$ cat config.mk
export PLATFORM = sky130hd
export DESIGN_NAME = button_press_arbiter_flat
export DESIGN_NICKNAME = d
export VERILOG_FILES = /design/src/rtl/button_press_arbiter_pkg.sv /design/src/rtl/button_press_arbiter_if.sv /design/src/rtl/button_press_arbiter_debounce.sv /design/src/rtl/button_press_arbiter.sv /design/src/flat_wrapper.sv
export SDC_FILE = /design/constraint.sdc
export NUM_CORES = 1
export LEC_CHECK = 0
export BUFFER_PORTS_ARGS = -buffer_cell sky130_fd_sc_hd__buf_4
export CORE_ASPECT_RATIO = 0.6
export CORE_UTILIZATION = 56
export DETAILED_ROUTE_END_ITERATION = 12
export PLACE_DENSITY = 0.75
export SLEW_MARGIN = 30
export SYNTH_ARGS = -nofsm -noshare
export SYNTH_HDL_FRONTEND = slang
export SYNTH_HIERARCHICAL = 1
export SYNTH_SLANG_ARGS = --single-unit
$ cat constraint.sdc
create_clock -name clk -period 2.2 [get_ports clk]
set_input_delay 0.44 -clock clk [delete_from_list [all_inputs] [get_ports clk]]
set_output_delay 0.44 -clock clk [all_outputs]
set_load 0.02 [all_outputs]
$ cat src/rtl/button_press_arbiter_pkg.sv
// Shared types and sizing helpers for the push-button front end.
package button_pkg;

  typedef enum logic [0:0] {
    IDLE  = 1'b0,
    OFFER = 1'b1
  } arb_state_t;

  localparam int DEF_DIV    = 16;
  localparam int DEF_STABLE = 4;

  function automatic int clog2(input int value);
    int result;
    result = 0;
    for (int i = 0; i < 31; i++) begin
      if ((1 << i) < value) result = i + 1;
    end
    return result;
  endfunction

endpackage

$ cat src/rtl/button_press_arbiter_if.sv
// Event offer port: the arbiter presents ev_id with ev_valid, the consumer answers with ev_ready.
interface button_press_arbiter_if #(
  parameter int IDW = 2
);
  logic           ev_valid;
  logic           ev_ready;
  logic [IDW-1:0] ev_id;

  modport master (output ev_valid, output ev_id, input ev_ready);
  modport slave  (input ev_valid, input ev_id, output ev_ready);
endinterface

$ cat src/rtl/button_press_arbiter_debounce.sv
// One button: 2-FF synchroniser followed by a tick-sampled debounce counter.
module button_debounce
  import button_pkg::*;
#(
  parameter int STABLE = DEF_STABLE
) (
  input  logic clk,
  input  logic reset,
  input  logic tick,
  input  logic raw,
  output logic level,
  output logic rise
);
  localparam int CW = clog2(STABLE);
  localparam logic [CW-1:0] CNT_LAST = CW'(STABLE - 1);

  logic          sync1;
  logic          sync2;
  logic [CW-1:0] cnt;
  logic          flip;

  // rise is combinational so the pending bit sets on the same edge the level flips
  assign flip = tick && (sync2 != level) && (cnt == CNT_LAST);
  assign rise = flip && !level;

  always_ff @(posedge clk or posedge reset) begin
    if (reset) begin
      sync1 <= 1'b0;
      sync2 <= 1'b0;
      level <= 1'b0;
      cnt   <= '0;
    end else begin
      sync1 <= raw;
      sync2 <= sync1;
      if (tick) begin
        if (sync2 == level) begin
          cnt <= '0;
        end else if (cnt == CNT_LAST) begin
          level <= ~level;
          cnt   <= '0;
        end else begin
          cnt <= cnt + 1'b1;
        end
      end
    end
  end

endmodule

$ cat src/rtl/button_press_arbiter.sv
// Button front end: shared sample prescaler, per-button debounce, sticky pending
// events and a round-robin arbiter serving one press at a time.
//
// state | meaning
// IDLE  | no offer outstanding; picks the next pending button round-robin
// OFFER | ev_id offered with ev_valid; waits for ev_ready
module button_press_arbiter
  import button_pkg::*;
#(
  parameter int N_BTN  = 4,
  parameter int DIV    = DEF_DIV,
  parameter int STABLE = DEF_STABLE,
  parameter int IDW    = 2
) (
  input  logic                    clk,
  input  logic                    reset,
  input  logic [N_BTN-1:0]        btn,
  input  logic                    ovf_clr,
  button_press_arbiter_if.master  ev,
  output logic [N_BTN-1:0]        pressed,
  output logic                    overflow
);
  localparam int PW = clog2(DIV);
  localparam logic [PW-1:0] PRESC_LAST = PW'(DIV - 1);
  localparam logic [IDW-1:0] ID_LAST = IDW'(N_BTN - 1);

  logic [PW-1:0]    presc;
  logic             tick;
  logic [N_BTN-1:0] rise;
  logic [N_BTN-1:0] pending;
  logic [N_BTN-1:0] pending_n;
  logic [N_BTN-1:0] clr;
  logic             ovf_set;

  arb_state_t       state;
  arb_state_t       state_n;
  logic [IDW-1:0]   ev_id_q;
  logic [IDW-1:0]   ev_id_n;
  logic [IDW-1:0]   last_grant;
  logic [IDW-1:0]   last_grant_n;
  logic [IDW-1:0]   cand;
  logic [IDW-1:0]   pick;
  logic             found;
  logic             accept;

  assign tick = (presc == PRESC_LAST);

  always_ff @(posedge clk or posedge reset) begin
    if (reset) presc <= '0;
    else if (tick) presc <= '0;
    else presc <= presc + 1'b1;
  end

  for (genvar i = 0; i < N_BTN; i++) begin : g_btn
    button_debounce #(.STABLE(STABLE)) u_debounce (
      .clk   (clk),
      .reset (reset),
      .tick  (tick),
      .raw   (btn[i]),
      .level (pressed[i]),
      .rise  (rise[i])
    );
  end

  // A rise on the button being accepted re-arms it as a fresh event
  assign pending_n = rise | (pending & ~clr);
  assign ovf_set   = |(rise & pending & ~clr);

  always_ff @(posedge clk or posedge reset) begin
    if (reset) begin
      pending  <= '0;
      overflow <= 1'b0;
    end else begin
      pending  <= pending_n;
      overflow <= ovf_set | (overflow & ~ovf_clr);
    end
  end

  always_comb begin
    state_n      = state;
    ev_id_n      = ev_id_q;
    last_grant_n = last_grant;
    accept       = 1'b0;
    clr          = '0;
    found        = 1'b0;
    pick         = '0;
    cand         = last_grant;

    for (int k = 0; k < N_BTN; k++) begin
      cand = (cand == ID_LAST) ? '0 : cand + 1'b1;
      if (!found && pending[cand]) begin
        found = 1'b1;
        pick  = cand;
      end
    end

    case (state)
      IDLE: begin
        if (found) begin
          ev_id_n = pick;
          state_n = OFFER;
        end
      end
      OFFER: begin
        if (ev.ev_ready) begin
          accept       = 1'b1;
          clr[ev_id_q] = 1'b1;
          last_grant_n = ev_id_q;
          state_n      = IDLE;
        end
      end
      default: state_n = IDLE;
    endcase
  end

  always_ff @(posedge clk or posedge reset) begin
    if (reset) begin
      state      <= IDLE;
      ev_id_q    <= '0;
      last_grant <= ID_LAST;
    end else begin
      state      <= state_n;
      ev_id_q    <= ev_id_n;
      last_grant <= last_grant_n;
    end
  end

  assign ev.ev_valid = (state == OFFER);
  assign ev.ev_id    = ev_id_q;

endmodule

$ cat src/flat_wrapper.sv
// flat-port wrapper written by rule: the top's interface ports become plain ports
module button_press_arbiter_flat import button_pkg::*;
#(
  parameter int N_BTN  = 4,
  parameter int DIV    = DEF_DIV,
  parameter int STABLE = DEF_STABLE,
  parameter int IDW    = 2
)
  (clk, reset, btn, ovf_clr, pressed, overflow, ev_ev_valid, ev_ev_id, ev_ev_ready);
  button_press_arbiter_if #(.IDW(IDW)) ev_i ();
  input  logic clk;
  input  logic reset;
  input  logic [N_BTN-1:0] btn;
  input  logic ovf_clr;
  output logic [N_BTN-1:0] pressed;
  output logic overflow;
  output wire logic [$bits(ev_i.ev_valid)-1:0] ev_ev_valid;
  output wire logic [$bits(ev_i.ev_id)-1:0] ev_ev_id;
  input wire logic [$bits(ev_i.ev_ready)-1:0] ev_ev_ready;
  assign ev_ev_valid = ev_i.ev_valid;
  assign ev_ev_id = ev_i.ev_id;
  assign ev_i.ev_ready = ev_ev_ready;
  button_press_arbiter #(.N_BTN(N_BTN), .DIV(DIV), .STABLE(STABLE), .IDW(IDW)) u_core (.clk(clk), .reset(reset), .btn(btn), .ovf_clr(ovf_clr), .ev(ev_i), .pressed(pressed), .overflow(overflow));
endmodule
Yosys cells after proc, flatten, opt, wreduce, memory -nomap -nowiden. Index checks and enable logic that the tools add are counted.

Word-level logic and storage cells: 137. Register bits after elaboration: 34. Output and inout bits: 8. Bits of input ports: 8.

Reduce and logical (&&, ||, !) cells: 30. Eq/ne operators: 17. Mux-type cells: 36. Bitwise gates (word level): 17. Order comparisons: 6. Add/sub/neg operators: 9.

Operators with widths (number): two-way mux 2 bit (16); adder 2 x 1 -> 2 bit, second input constant (8); == test 2 bit, second input constant (8); logical AND 1 bit (16); < comparator 2 x 3 -> 1 bit, second input constant (5); AND 4 bit (3); two-way mux 4 bit (3); AND reduction 3 bit (4); two-way mux 1 bit (11); inverter 1 bit (10); binary-select mux 1 bit (select 2 bit) (4); logical NOT 1 bit (7); adder 4 x 1 -> 4 bit, second input constant (1); == test 1 bit (4); == test 4 bit, second input constant (1); != test 1 bit (4); inverter 4 bit (1); bitwise OR 4 bit (1); AND reduction 2 bit (2); OR reduction 4 bit (1); demux 1 bit (select 2 bit) (1); greater-or-equal comparator 2 x 1 -> 1 bit, second input constant (1); one-hot mux 1 bit (2 select lines) (1); AND 1 bit (1); bitwise OR 1 bit (1).

Depth between registers and ports, before layout. Gate-level depths: netlist of the first run.

Depth after elaboration: 16. Depth in mapped cells: 6. Gate-level depth less buffers: 6.

By module. The synthesis of the first run kept the hierarchy.

Modules (own cells, without submodules): button_debounce (times used 4, seq. area each 125.1 sq um, cells an instance 17, area an instance 205.2 sq um); button_press_arbiter (times used 1, seq. area each 352.8 sq um, cells an instance 61, area an instance 684.4 sq um).

Worst setup path after synthesis of the first run. No wires, ideal clock.

Kind: reg-to-reg. Start: reg u_core.presc[0]. End: reg u_core.overflow. Cell stages (with the launch flop): 7. Path slack: 0.537 ns. Required time: 2.129 ns. Path buffers: 0. Period minus slack after synthesis: 1.663 ns. Setup time: 0.071 ns. Arrival: 1.593 ns. Cell sequence: dfrtp_1 -> ha_1 -> and3_1 -> nand2_1 -> nor3b_1 -> o311ai_0 -> nand4_1.

Word-level cells in the longest chain between the ends: 8. Elaborated cells between the ends (all ways): 17. Classes of those cells: 1 x eq/ne; 3 x bitwise; 13 x reduce/logical.

Ends and longest elaborated chain: start: declaration (line button_press_arbiter.sv:27) `logic [PW-1:0] presc;`; start signal: assignment (line button_press_arbiter.sv:51) `else presc <= presc + 1'b1;`; == test 4 bit (line button_press_arbiter.sv:46) `assign tick = (presc == PRESC_LAST);`; named net u_core.tick (line button_press_arbiter.sv:28) `logic tick;`; logical AND 1 bit (2 in series) (line button_press_arbiter_debounce.sv:23) `assign flip = tick && (sync2 != level) && (cnt == CNT_LAST);`; logical AND 1 bit (line button_press_arbiter_debounce.sv:24) `assign rise = flip && !level;`; named net u_core.rise[0] (line button_press_arbiter.sv:29) `logic [N_BTN-1:0] rise;`; AND 4 bit (2 in series) (line button_press_arbiter.sv:67) `assign ovf_set = |(rise & pending & ~clr);`; OR reduction 4 bit (line button_press_arbiter.sv:67); bitwise OR 1 bit (line button_press_arbiter.sv:75) `overflow <= ovf_set | (overflow & ~ovf_clr);`; end signal: assignment (line button_press_arbiter.sv:75); end: declaration (line button_press_arbiter.sv:21) `output logic overflow`.

The timed path passes the listed nets, and every way through them passes these cells. A chain may end at the register's enable or synchronous reset.

Worst setup path after layout of the first run. Ends and elaborated chain as after synthesis.

==> results_dict.tcl, run 1 <==
set metrics [dict create \
    netSwitchingFraction_pct 22.1 \
    tritoncts "built" \
    rrSetupSlack_ns 0.41 \
    synth_top_cells_by_area "dfrtp_1, ha_1, mux2_2" \
    synthesis.instances 129 \
    synth.yosys.warnings 6 \
    crit_path_max_fanout 19 \
    post_cts_hold_buffer_count 0 \
    die_x_um 68.9 \
    vdd_ir_drop_max_mv 0.387 \
    hold_viol_final 0 \
    cts-buffers-inserted 5 \
    placement.setup.worst_slack_ns 0.446 \
    worst_setup_hold_path_clk_slew_ns 0.07 \
    synth_seq_cells 34 \
    cts-htree-levels 2 \
    layout.nets 165 \
    flow.area_growth_from_synthesis_pct 16.4 \
    timing.critical_path.cells "ha_1 -> and3_1 -> buf_4 -> nand2_1 -> nor3b_1 -> a32oi_1 -> nand4_1" \
    critical-path-slowest-cell "dfrtp_1" \
    pin_count_of_the_biggest_net_entering_global_routing 20 \
    setup_viol_count_final 0 \
    firstDrtPassIters 4 \
    worstMarginPinSlew_ns 0.548 \
    grt.total_usage_pct 22.8 \
    grt_first_pass_wirelength_mm 4.55 \
    worstSkewPairLatency_ns 0.28 \
    routed_wire_length_per_instance_um 15.4 \
    initialDrtViolationCount 64 \
    ctsRootBufferMaster "clkbuf_8" \
    synth-async-reset-ratio_pct 100 \
    drt_drc_violations_left 0 \
    worst_r2r_end "u_core/overflow" \
    highest_attainable_clock_frequency_mhz 558 \
    mappedNetlistNets 143 \
    fillers 189 \
    power_frac_comb_pct 6.3 \
    crit_arrival_ns 2.01 \
    num_rows 14 \
    post_route_cells_drive_above_1_share_pct 24.3 \
    detailed_place_hpwl_mm 2.10 \
    crit-reg2reg-launch "u_core/presc[0]" \
    fp.coreArea_mm2 0.00252 \
    period_share_pct 81.5 \
    totalNegativeSetupSlack_ns 0 \
    port_buffers 15 \
    clk_path_buf_depth 2 \
    initial_utilization_pct 59.7 \
    post_cts.repair.setup_buffers 0 \
    synth-seq-area-share_pct 56.7 \
    ctsResizeCount 0 \
    layout_common_cells "dfrtp_1, buf_4, inv_1" \
    power.switching_w 0.000266 \
    clock-skew-final_ns 0.00570 \
    numClockSinks 34 \
    seq_power_share_pct 55.6 \
    synth.top_cell.area_share_pct 53.2 \
    slowest_delay_ns 0.39 \
    synthesis.area_mm2 0.00151 \
    drt-total-wl_mm 2.84 \
    chipHeight_um 42.2 \
    postRouteAntennaNets 0 \
    setup_repair_after_global_routing_missed_its_margin "false" \
    mostFrequentLayoutCell "dfrtp_1" \
    worst_ep_required_time_ns 2.41 \
    floorplan.die_area_mm2 0.00291 \
    setup.worst_path.class "reg2reg" \
    netlist.top_cell.by_area "dfrtp_1" \
    power_density_mw_per_mm2 686 \
    timing.critical_path.to_type "register" \
    count_of_pins_over_their_slew_limit 0 \
    clockPowerShare_pct 38.1 \
    timing.final.ws_setup_ns 0.407 \
    synthesized_area_divided_by_synthesized_cell_count_um2 11.7 \
    period_needed_ns 1.79 \
    critPathLaunchType "register" \
    via_count_of_the_first_global_routing_pass 1026 \
    outcome "complete, no violations" \
    cellLeakagePower_nw 0.846 \
    drv.max_cap_violation_count 0 \
    final_weighted_congestion_of_routability_driven_global_placement 0.772 \
    netlist-cell-type-count 34 \
    floorplan.io_pins 16 \
    diodes 0 \
    min_path_type "in2async" \
    postSynth.topFlopCell "dfrtp_1" \
    synth_enable_flop_cells 0 \
    internal_power_w 0.000936 \
    grt-ovfl-total 0 \
    timing.reg2reg.worst_path_depth 7 \
    route.vias.total 1053 \
    worst_relative_slew_slack_pct 63.4 \
    post_drt_via_cell_ratio 5.72 \
    antenna_violations_before_repair 0 \
]
-- worst max-delay path by stage --
stage,from,endpoint,slack [ns],cells past startpoint
after CTS,u_core/presc[0],u_core/overflow,0.42,7
final,u_core/presc[0],u_core/overflow,0.41,7
after global routing,u_core/presc[0],u_core/overflow,0.29,7
after detailed placement,u_core/presc[0],u_core/overflow,0.45,7
after global placement,u_core/presc[0],u_core/overflow,0.54,7
after floorplan,u_core/presc[0],u_core/overflow,0.54,6
-- stage by stage --
step | hold WS (ns) | power (W) | cells | util, % | area (µm²)
6_report | 0.0861 | 0.00120 | 184 | 69.4 | 1750
5_1_grt | 0.0945 | 0.00125 | 184 | 69.4 | 1750
4_1_cts | 0.0807 | 0.00122 | 184 | 69.4 | 1750
3_5_place_dp | 0.338 | 0.000756 | 176 | 65.8 | 1660
3_3_place_gp | 0.334 | 0.000750 | 176 | 65.8 | 1660
2_1_floorplan | 0.219 | 0.000723 | 129 | - | 1510
-- worst max-delay path: cells and delay by family, from the launching register on --
kind	cells	cell delay, ns
compound gates	1	0.17
fa+ha+maj	1	0.22
buf+inv	1	0.22
flops	1	0.39
simple gates	4	0.73
-- cell usage after synthesis, drive strengths merged, types with 2 or more instances --
| master | number |
|---|---|
| nand2b | 3 |
| o311ai | 2 |
| mux2 | 6 |
| nor2 | 4 |
| inv | 16 |
| nand3 | 3 |
| or3b | 4 |
| ha | 6 |
| o22ai | 8 |
| o31ai | 2 |
| nor3b | 4 |
| dfrtp | 32 |
| o21ai | 4 |
| xnor2 | 4 |
| dfstp | 2 |
| nand2 | 9 |
| a21o | 3 |
| nand4 | 2 |
| nand4b | 2 |
-- power groups by stage --
stage / combinational (W) / clock [W] / sequential [W]
6_report: 0.0000761 / 0.000457 / 0.000668
3_5_place_dp: 0.0000769 / 0 / 0.000679
2_1_floorplan: 0.0000464 / 0 / 0.000676
5_1_grt: 0.0000847 / 0.000499 / 0.000671
4_1_cts: 0.0000775 / 0.000475 / 0.000668
3_3_place_gp: 0.0000722 / 0 / 0.000678
-- kinds of logic after synthesis --
kind of cell               Yosys count  share of synthesized area (%)
and+or+nand+nor                     35                           14.3
DFF                                 34                           56.7
AOI/OAI and AO/OA                   26                           12.3
buffers and inverters               17                           4.32
muxes                                6                           4.49
adders and majority gates            6                           4.99
xor gates and xnor gates             5                           2.91
-- metal layers --
metal / global-route usage, % / part of all wire (%) / vias to the layer above
li1: - / - / 506
met1: 31.6 / 46 / 516
met2: 32.8 / 47 / 27
met3: 7.61 / 5.9 / 4
met4: 9.39 / 1.0 / 0
met5: 0 / 0 / -
-- flip-flops by register name, summed over array words and instances (netlist names) --
name / count
u_core/ev.ev_valid: 1
u_core/overflow: 1
u_core/g_btn.u_debounce/cnt: 8
u_core/g_btn.u_debounce/sync2: 4
u_core/ev.ev_id: 2
u_core/g_btn.u_debounce/level: 4
u_core/g_btn.u_debounce/sync1: 4
u_core/pending: 4
u_core/presc: 4
u_core/last_grant: 2
-- area by class of cell --
type / instances / area (µm²) / share of cell area, %
clock buffers: 7 / 86.3 / 4.93
clock inverters: 1 / 5.00 / 0.286
inverters: 16 / 60.1 / 3.43
multi-input cells: 78 / 587 / 33.5
flip-flops and latches: 34 / 853 / 48.7
well taps: 32 / 40.0 / 2.29
repair buffers: 16 / 120 / 6.86
No activity file was read; power rests on OpenSTA's default activity.
==> inputs of run 2 (changes only) <==
ABC_AREA = 1   (was default)
CORE_UTILIZATION = 52   (was 56)
PLACE_DENSITY = 0.72   (was 0.75)
clock period = 1.6 ns   (was 2.2 ns; I/O delays follow)
==> run 2 against run 1 <==
Effect of this change:
- the flow now finishes with violations (negative setup slack)
- utilization up 2.2 points
- synthesized cell count grew 64%
- clock power rose by 42%
- highest routed layer unchanged
- design area up 24%
- critical endpoint is now u_core/ev.ev_id[0]
==> results_dict.tcl, run 2 <==
set metrics [dict create \
    multiInputGateArea_um2 803 \
    grt_first_pass_wirelength_mm 6.13 \
    worstMarginPinSlew_ns 0.516 \
    critPathLaunchType "register" \
    die_x_um 76.6 \
    vdd_ir_drop_max_mv 1.40 \
    hold_depth 1 \
    worstSkewPairLatency_ns 0.28 \
    floorplan.io_pins 16 \
    floorplan.die_area_mm2 0.00358 \
    fin_worst_hold_slack_ns 0.142 \
    diodes 0 \
    synth.cells.most_frequent "nand2_1, dfrtp_1, inv_1" \
    tritoncts "built" \
    worst_setup_hold_path_clk_slew_ns 0.07 \
    cts-buffers-inserted 5 \
    timing.final.ws_setup_ns -0.0401 \
    flow.area_growth_from_synthesis_pct 24.9 \
    register_area_um2 853 \
    route.vias.total 1491 \
    mostFrequentLayoutCell "nand2_1" \
    setup_repair_after_global_routing_missed_its_margin "true" \
    fin_total_pwr_w 0.00386 \
    clock-skew-final_ns 0.00276 \
    initialDrtViolationCount 82 \
    post_drt_via_cell_ratio 5.14 \
    synth.most_common_cell "nand2_1" \
    pin_count_of_the_biggest_net_entering_global_routing 15 \
    outcome "finished with violations" \
    placement.setup.worst_slack_ns -0.0824 \
    flip_flop_count_of_the_largest_register_all_copies_and_words_added 8 \
    drv.max_cap_violation_count 0 \
    setup_viol_count_final 2 \
    crit-reg2reg-launch "u_core/last_grant[1]" \
    synthesis.instances 211 \
    synth-async-reset-ratio_pct 100 \
    crit_arrival_ns 1.81 \
    fillers 225 \
    synth_seq_cells 34 \
    layout_common_cells "nand2_1, dfrtp_1, buf_4, inv_1, nand3_1" \
    detailed_place_hpwl_mm 2.75 \
    count_of_pins_over_their_slew_limit 0 \
    power_density_mw_per_mm2 1780 \
    routed_wire_length_per_instance_um 13.0 \
    period_share_pct 103 \
    worst_r2r_end "u_core/ev.ev_id[0]" \
    min_path_type "in2reg" \
    final_weighted_congestion_of_routability_driven_global_placement 0.722 \
    worst_relative_slew_slack_pct 65.6 \
    finish.cell_count_without_fillers 290 \
    synth-seq-area-share_pct 49.2 \
    postSynth.topFlopCell "dfrtp_1" \
    hold_path_end "u_core/g_btn[1].u_debounce/sync1" \
    num_rows 15 \
    numClockSinks 34 \
    mappedNetlistNets 225 \
    worst_ep_required_time_ns 1.77 \
    synth_enable_flop_cells 0 \
    port_buffers 15 \
    totalNegativeSetupSlack_ns -0.0788 \
    synth_top_cells_by_area "dfrtp_1, nand2_1, inv_1" \
    antenna_violations_before_repair 0 \
    hold_viol_final 0 \
    ctsRootBufferMaster "clkbuf_8" \
    postRouteAntennaNets 0 \
    timing.reg2reg.worst_path_depth 11 \
    top_register "u_core/g_btn.u_debounce/cnt" \
    crit_path_max_fanout 6 \
    drt-total-wl_mm 3.78 \
    synthesized_area_divided_by_synthesized_cell_count_um2 8.22 \
    post_route_cells_drive_above_1_share_pct 30.6 \
    drt_drc_violations_left 0 \
    failed_checks "negative setup slack" \
    clk_path_buf_depth 2 \
    synthesis.area_mm2 0.00173 \
    timing.critical_path.to_type "register" \
    netlist-cell-type-count 24 \
    initial_utilization_pct 57.4 \
    place.detailed.instances 273 \
    grt-ovfl-total 0 \
    chipHeight_um 46.7 \
    cellLeakagePower_nw 1.21 \
    synth.yosys.warnings 6 \
    cts-htree-levels 2 \
    rrSetupSlack_ns -0.04 \
    synth.top_cell.area_share_pct 46.2 \
    grt.total_usage_pct 23.7 \
    setup.worst_path.class "reg2reg" \
    period_needed_ns 1.64 \
    netlist.top_cell.by_area "dfrtp_1" \
    firstDrtPassIters 5 \
    timing.hold.worst.start "btn[1]" \
    fp.coreArea_mm2 0.00302 \
    highest_attainable_clock_frequency_mhz 610 \
    layout.nets 261 \
    via_count_of_the_first_global_routing_pass 1374 \
]
==> run 2: cell count changes after synthesis, sizes merged, moves of 4 or more <==
cell   before  now
or3b        4    0
nand4       2    8
nand2       9   77
mux2        6    0
nor2        4    9
o22ai       8    0
a31o        0    4
nand3       3   21
nor3b       4    0
xnor2       4    0
inv        16   37
==> run 2: final cells by class <==
class | count | share of cell area [%]
sequential | 34 | 39.4
multi-input combinational | 140 | 37.1
timing repair buffer | 29 | 10.2
inverter | 37 | 6.53
clock buffer | 6 | 3.81
tap | 42 | 2.43
clock inverter | 2 | 0.578
==> run 2: worst max-delay path by stage <==
stage,endpoint,depth (start not counted),startpoint,slack [ns]
after global routing,u_core/ev.ev_id[1],8,u_core/last_grant[1],-0.13
after global placement,u_core/ev.ev_id[0],12,u_core/last_grant[1],0.03
after floorplan,u_core/ev.ev_id[1],11,u_core/last_grant[0],0.02
after detailed placement,u_core/ev.ev_id[0],11,u_core/last_grant[1],-0.08
final,u_core/ev.ev_id[0],11,u_core/last_grant[1],-0.04
after CTS,u_core/ev.ev_id[0],11,u_core/last_grant[1],-0.03
==> run 2: logic make-up (layout without fill, tap and decap cells) <==
logic type	after synthesis	count (layout)	synth area share [%]
compound gates	15	15	5.92
xor+xnor	2	2	1.01
fa+ha+maj	6	6	4.33
buf+inv	37	74	8.01
flops	34	34	49.2
simple gates	117	117	31.5
==> run 2: worst max-delay path: stages, from the launching register on <==
cell and delay, ns:
dfstp_2 0.58, ha_4 0.23, inv_4 0.08, nand2_2 0.06, nand2_2 0.10, nand2_2 0.06
nand2_4 0.09, nand2_2 0.07, nand2_1 0.06, nand2_1 0.05, nand4_1 0.07, nand2_1 0.07
==> run 2: through the flow <==
step | area (µm²) | util [%]
final | 2170 | 71.7
after global routing | 2170 | 71.7
after CTS | 2120 | 70.0
after detailed placement | 1950 | 64.6
after global placement | 1950 | 64.6
after floorplan | 1750 | -
==> run 2: power by group <==
group	total [W]	internal (W)	leakage, nW	switching, W
combinational	0.00212	0.000841	0.738	0.00128
sequential	0.00109	0.000988	0.429	0.000104
clock	0.000648	0.000345	0.0472	0.000302
total	0.00386	0.00217	1.21	0.00169
==> run 2: layer usage <==
metal	part of all wire, %	GRT usage (%)	up-vias
met3	4.7	6.21	10
li1	-	-	743
met4	1.8	12.3	0
met1	46	28.1	706
met2	48	42.5	32
met5	0	0	-
==> run 2: what timing repair did <==
action / 4_1_cts / 5_1_grt
hold endpoints to repair: 20 / 0
resized for setup: 10 / 5
setup endpoints to repair: 3 / 6
pin swaps: 7 / 6
hold buffers: 1 / 0
setup buffers: 3 / 5
